==> config.mk <==
export PLATFORM = sky130hd
export DESIGN_NAME = wrr_burst_scheduler_flat
export DESIGN_NICKNAME = d
export VERILOG_FILES = /design/src/rtl/wrr_burst_scheduler_if.sv /design/src/rtl/wrr_burst_scheduler.sv /design/src/flat_wrapper.sv
export SDC_FILE = /design/constraint.sdc
export NUM_CORES = 1
export LEC_CHECK = 0
export ABC_CLOCK_PERIOD_IN_PS = 2700
export BUFFER_PORTS_ARGS = -buffer_cell sky130_fd_sc_hd__buf_4
export CAP_MARGIN = 30
export CORE_ASPECT_RATIO = 1.75
export CORE_MARGIN = 2
export CORE_UTILIZATION = 35
export CTS_BUF_LIST = sky130_fd_sc_hd__clkbuf_4
export DETAILED_ROUTE_END_ITERATION = 16
export HOLD_SLACK_MARGIN = 0.05
export SETUP_SLACK_MARGIN = 0.02
export SYNTH_ARGS = -nofsm -noshare
export SYNTH_HDL_FRONTEND = slang
export SYNTH_HIERARCHICAL = 1
export SYNTH_SLANG_ARGS = --single-unit
==> constraint.sdc <==
create_clock -name clk -period 2.7 [get_ports clk]
set_input_delay 0.54 -clock clk [delete_from_list [all_inputs] [get_ports clk]]
set_output_delay 0.54 -clock clk [all_outputs]
set_load 0.01 [all_outputs]
==> src/rtl/wrr_burst_scheduler_if.sv <==
// Handshake bundle between requesters, the burst scheduler and the shared resource port.
interface wrr_burst_scheduler_if #(
    parameter int request_lines = 4,
    parameter int weight_w      = 4
);
    localparam int id_w = (request_lines > 1) ? $clog2(request_lines) : 1;

    logic [request_lines-1:0]          req;
    logic [request_lines-1:0]          last;
    logic [request_lines*weight_w-1:0] weight;
    logic                              res_ready;
    logic [request_lines-1:0]          grant;
    logic                              grant_valid;
    logic [id_w-1:0]                   grant_id;
    logic                              beat_fire;
    logic                              abort_err;

    modport slave (
        input  req, last, weight, res_ready,
        output grant, grant_valid, grant_id, beat_fire, abort_err
    );

    modport master (
        output req, last, weight, res_ready,
        input  grant, grant_valid, grant_id, beat_fire, abort_err
    );
endinterface

==> src/rtl/wrr_burst_scheduler.sv <==
// Weighted round-robin arbiter that hands the resource out per burst, holding ownership
// for up to `weight` consecutive transactions before rotating.
module wrr_lane #(
    parameter int weight_w = 4,
    parameter int id_w     = 2,
    parameter int idx      = 0
) (
    input  logic                req,
    input  logic [id_w-1:0]     ptr,
    input  logic [weight_w-1:0] weight,
    output logic                hi_req,
    output logic [weight_w-1:0] w_eff
);
    // Requests at or above ptr win first; the rest cover the wrap-around half of the search.
    assign hi_req = req && (id_w'(idx) >= ptr);
    assign w_eff  = (weight == '0) ? weight_w'(1) : weight;
endmodule

module wrr_burst_scheduler #(
    parameter int request_lines = 4,
    parameter int weight_w      = 4
) (
    input logic                  clk,
    input logic                  rst,
    wrr_burst_scheduler_if.slave bus
);
    localparam int id_w = (request_lines > 1) ? $clog2(request_lines) : 1;
    localparam logic [0:0] IDLE = 1'b0;
    localparam logic [0:0] OWN  = 1'b1;

    logic [0:0]                              state;
    logic [id_w-1:0]                         ptr;
    logic [id_w-1:0]                         owner;
    logic [weight_w-1:0]                     used;
    logic [request_lines-1:0]                grant;
    logic [id_w-1:0]                         grant_id;
    logic                                    abort_err;

    logic [request_lines-1:0]                hi_req;
    logic [request_lines-1:0][weight_w-1:0]  w_eff;
    logic [id_w-1:0]                         win_hi, win_any, win;
    logic [request_lines-1:0]                win_oh;
    logic                                    cur_req, cur_last, beat_fire, done, rotate;
    logic [weight_w:0]                       u_full;
    logic [id_w-1:0]                         nxt_id;

    for (genvar i = 0; i < request_lines; i++) begin : g_lane
        wrr_lane #(.weight_w(weight_w), .id_w(id_w), .idx(i)) u_lane (
            .req    (bus.req[i]),
            .ptr    (ptr),
            .weight (bus.weight[i*weight_w +: weight_w]),
            .hi_req (hi_req[i]),
            .w_eff  (w_eff[i])
        );
    end

    always_comb begin
        win_hi  = '0;
        win_any = '0;
        for (int i = request_lines - 1; i >= 0; i--) begin
            if (bus.req[i]) win_any = id_w'(i);
            if (hi_req[i])  win_hi  = id_w'(i);
        end
        win    = (|hi_req) ? win_hi : win_any;
        win_oh = request_lines'(1) << win;
    end

    assign cur_req   = bus.req[grant_id];
    assign cur_last  = bus.last[grant_id];
    assign beat_fire = (|grant) & cur_req & bus.res_ready;
    // A dropped request ends the turn exactly like a normal last beat.
    assign done      = (state == OWN) && (!cur_req || (beat_fire && cur_last));
    assign u_full    = {1'b0, used} + 1'b1;
    assign rotate    = u_full >= {1'b0, w_eff[grant_id]};
    assign nxt_id    = (grant_id == id_w'(request_lines - 1)) ? '0 : grant_id + 1'b1;

    always_ff @(posedge clk or posedge rst) begin
        if (rst) begin
            state     <= IDLE;
            grant     <= '0;
            grant_id  <= '0;
            ptr       <= '0;
            owner     <= '0;
            used      <= '0;
            abort_err <= 1'b0;
        end else begin
            case (state)
                IDLE: begin
                    if (|bus.req) begin
                        state    <= OWN;
                        grant    <= win_oh;
                        grant_id <= win;
                        if (win != owner) begin
                            used  <= '0;
                            owner <= win;
                        end
                    end
                end
                OWN: begin
                    if (done) begin
                        state    <= IDLE;
                        grant    <= '0;
                        grant_id <= '0;
                        if (!cur_req) abort_err <= 1'b1;
                        if (rotate) begin
                            ptr  <= nxt_id;
                            used <= '0;
                        end else begin
                            // u_full < w_eff here, so the count cannot wrap.
                            ptr  <= grant_id;
                            used <= u_full[weight_w-1:0];
                        end
                    end
                end
                default: state <= IDLE;
            endcase
        end
    end

    assign bus.grant       = grant;
    assign bus.grant_valid = |grant;
    assign bus.grant_id    = grant_id;
    assign bus.beat_fire   = beat_fire;
    assign bus.abort_err   = abort_err;
endmodule

==> src/flat_wrapper.sv <==
// flat-port wrapper written by rule: the top's interface ports become plain ports
module wrr_burst_scheduler_flat 
#(
    parameter int request_lines = 4,
    parameter int weight_w      = 4
)
  (clk, rst, bus_req, bus_last, bus_weight, bus_res_ready, bus_grant, bus_grant_valid, bus_grant_id, bus_beat_fire, bus_abort_err);
  wrr_burst_scheduler_if #(.request_lines(request_lines), .weight_w(weight_w)) bus_i ();
  input logic clk;
  input logic rst;
  input wire logic [$bits(bus_i.req)-1:0] bus_req;
  input wire logic [$bits(bus_i.last)-1:0] bus_last;
  input wire logic [$bits(bus_i.weight)-1:0] bus_weight;
  input wire logic [$bits(bus_i.res_ready)-1:0] bus_res_ready;
  output wire logic [$bits(bus_i.grant)-1:0] bus_grant;
  output wire logic [$bits(bus_i.grant_valid)-1:0] bus_grant_valid;
  output wire logic [$bits(bus_i.grant_id)-1:0] bus_grant_id;
  output wire logic [$bits(bus_i.beat_fire)-1:0] bus_beat_fire;
  output wire logic [$bits(bus_i.abort_err)-1:0] bus_abort_err;
  assign bus_i.req = bus_req;
  assign bus_i.last = bus_last;
  assign bus_i.weight = bus_weight;
  assign bus_i.res_ready = bus_res_ready;
  assign bus_grant = bus_i.grant;
  assign bus_grant_valid = bus_i.grant_valid;
  assign bus_grant_id = bus_i.grant_id;
  assign bus_beat_fire = bus_i.beat_fire;
  assign bus_abort_err = bus_i.abort_err;
  wrr_burst_scheduler #(.request_lines(request_lines), .weight_w(weight_w)) u_core (.clk(clk), .rst(rst), .bus(bus_i));
endmodule
==> metrics.cfg <==
[outcome]
status = completed

[detailed_routing]
viasPerCell = 5.199
post_drt_wl_per_cell_um = 13.40
drt_iter0_markers = 5
vias = 1019
dr.pass1.iters = 2
wirelength_um = 2627
drc = 0
ant_nets = 0

[critical_path]
crit_path_end_kind = flop
path_delay_family = simple AND/OR/NAND/NOR gates
arrival_ns = 2.72
path_buf_inv = 1
critPathLaunchType = primary input
path_class = primary input to flop
worst_ep_required_time_ns = 2.91
cp_cell_sequence = buf_4, nor3_1, or2_1, mux4_1, ha_1, nand2b_1, a211oi_1, o21ai_1, nor2_1, nand2_1, o22ai_1
cpPeakStageDelay_ns = 0.49
crit_path_top_delay_cell = mux4_1
worstPathMaxFanout = 4

[placed_design]
gp_congestion = 0.8024
post-dp-hpwl_um = 2186
placed_cell_area_um2 = 1474
port_buffers = 35

[yosys]
synth_area_um2 = 1224
syn_nets = 160
synth_mux_area_share_pct = 13.91
synth_cell_types = 41
synth_top_family_by_area = simple AND/OR/NAND/NOR gates
yosysWarnings = 6
synth_seq_cells = 16
synth-simple-area-share_pct = 18.92
synth-main-ff-cell = dfrtp_1
ys_seq_area_share_pct = 32.72
synth_edf_count = 0
synth.avg_cell_area_um2 = 9.635
netlist_instances = 127
ys_async_sr_fraction_pct = 100.0
synth_compound_area_share_pct = 16.77
synth-xor-area-share_pct = 2.147
yosys.area_share.adder_pct = 6.135

[timing]
worst_pin_slew_ns = 0.6157
slew_violations = 0
setup_violations = 0
max_slew_margin_pct = 58.91
grt_setup_unrepaired = false
hold_violations = 0
max_freq_mhz = 398.4
min_period_ns = 2.510
finalCritPeriodShare_pct = 92.97
fin_skew_ns = 0.007986
tns_ns = 0

[power]
vdd_drop_max_v = 0.0004001
power.density_nw_per_um2 = 851.7
p_leak_nw = 0.7051

[clock_tree]
clk_pin_slew_ns = 0.10
holdBufCountCts = 0
cts_buffer_depth = 2
clkLatencyLatePin_ns = 0.28
cts_buffers = 3
htreeDepth = 1
clock-sinks = 16
cts-root-buf = clkbuf_4
cts_tree = done

[grt]
grt_pass1_vias = 1072
grt_first_pass_wirelength_um = 4498
grt_start_max_net_pins = 17
antenna_found_initial = 0
grt-ovfl-total = 0
grt_usage_pct = 14.62

[final_layout]
fin_area_um2 = 1500
area_growth_syn_to_layout_pct = 22.60
fin_nets = 185
num_antenna_cells = 0
drive_gt1_share_pct = 32.45

[die]
die_h_um = 82.22
rows = 28
ios = 36
dieArea_um2 = 4004
start_util_pct = 36.38
die_w_um = 48.70
core_um2 = 3363

[min_path]
min_path_type = primary input to asynchronous set/reset pin

[flow_run]
maxCapViolCount = 0

## per-stage QoR
step	total power [mW]	hold WS, ns	utilization [%]	setup slack (ns)	std cells
finish	1.278	0.3202	44.61	0.1899	196
global route	1.393	0.3657	44.61	0.02124	196
CTS	1.296	0.3427	44.61	0.1026	196
detailed placement	1.157	0.4584	43.82	-0.1618	192
global placement	1.141	0.4515	43.82	-0.05676	192
floorplan	0.9462	0.4537	-	0.1808	127
## layer usage
metal	vias to the layer above	routed length (um)	track usage [%]
met2	36	1494	30.41
li1	500	-	-
met1	475	904	12.51
met5	-	0	0
met4	0	96	9.143
met3	8	131	2.518
## layout make-up
cell class | instances | area [um^2]
well taps | 45 | 56.30
multi-input cells | 86 | 708.2
clock inverters | 1 | 3.754
clock buffers | 3 | 22.52
repair buffers | 37 | 277.8
fillers | 352 | 1863
flip-flops and latches | 16 | 400.4
inverters | 8 | 31.28
## path summary, 6_finish.rpt
check | depth (start not counted) | from | endpoint | slack (ns)
setup / recovery | 11 | bus_weight[1] | u_core/used[1] | 0.19
max in group asynchronous | 2 | rst | u_core/ptr[1] | 1.97
min in group clk | 1 | u_core/bus.abort_err | u_core/bus.abort_err | 0.47
hold / removal | 2 | rst | u_core/used[0] | 0.32
setup reg to reg | 8 | u_core/bus.grant_id[0] | u_core/used[1] | 0.22
hold reg to reg | 1 | u_core/bus.abort_err | u_core/bus.abort_err | 0.47
## cells in the mapped netlist (2+ instances only)
| master | count | area [um^2] |
|---|---|---|
| dfrtp_1 | 16 | 400.4 |
| clkbuf_1 | 13 | 48.80 |
| nand2_1 | 10 | 37.54 |
| inv_1 | 7 | 26.28 |
| o21ai_0 | 7 | 35.03 |
| ha_1 | 6 | 75.07 |
| nor3_1 | 6 | 30.03 |
| mux4_1 | 4 | 105.1 |
| nand2b_1 | 4 | 25.02 |
| nor2_1 | 4 | 15.01 |
| or2_1 | 4 | 25.02 |
| nand3_1 | 3 | 15.01 |
| nor2b_1 | 3 | 18.77 |
| o22ai_1 | 3 | 18.77 |
| xnor2_1 | 3 | 26.28 |
| a21boi_0 | 2 | 15.01 |
| a21o_1 | 2 | 15.01 |
| a21oi_1 | 2 | 10.01 |
| a22o_1 | 2 | 17.52 |
| buf_6 | 2 | 22.52 |
| mux2i_1 | 2 | 20.02 |
| mux4_2 | 2 | 45.04 |
| o31ai_1 | 2 | 15.01 |
## report_power, final
part           switching [mW]  total (mW)  internal, mW
Clock                  0.0752       0.129        0.0536
Combinational           0.384       0.752         0.368
Sequential             0.0778       0.397         0.319
## cells by family after synthesis
| logic type | count (synthesis) |
|---|---|
| compound gates | 27 |
| xor+xnor | 3 |
| fa+ha+maj | 6 |
| buf+inv | 25 |
| flops | 16 |
| mux | 8 |
| simple gates | 42 |
## state kept, by name, indices dropped and copies added, names as in the netlist
register,flops
u_core/ptr,2
u_core/state,1
u_core/owner,2
u_core/bus.grant_id,2
u_core/used,4
u_core/bus.abort_err,1
u_core/bus.grant,4
## timing repair
item,CTS,global route
resized for setup,0,1
endpoints found under the setup margin,0,1
setup buffers,0,0
## worst register-to-register path: stages, from the launching register on
cell and delay (ns):
dfrtp_1 0.47, mux4_1 0.58, ha_1 0.27, nand2b_1 0.14, a211oi_1 0.27, o21ai_1 0.20
nor2_1 0.21, nand2_1 0.11, o22ai_1 0.16
## placed cells by master (no fill, tap or decap), types with 2 or more instances in the layout
master and instances:
a22o_1 2, ha_1 6, mux2i_1 2, dfrtp_1 16, nor3_1 6, mux4_2 2, o31ai_1 2, o22ai_1 3
or2_1 4, buf_4 37, nand2_1 10, a21oi_1 2, nor2b_1 3, nand3_1 3, mux4_1 4, o21ai_0 6
nor2_1 4, clkbuf_4 3, nand2b_1 4, xnor2_1 3, a21o_1 2, inv_1 7, a21boi_0 2
No activity file was read; power rests on OpenSTA's default activity.
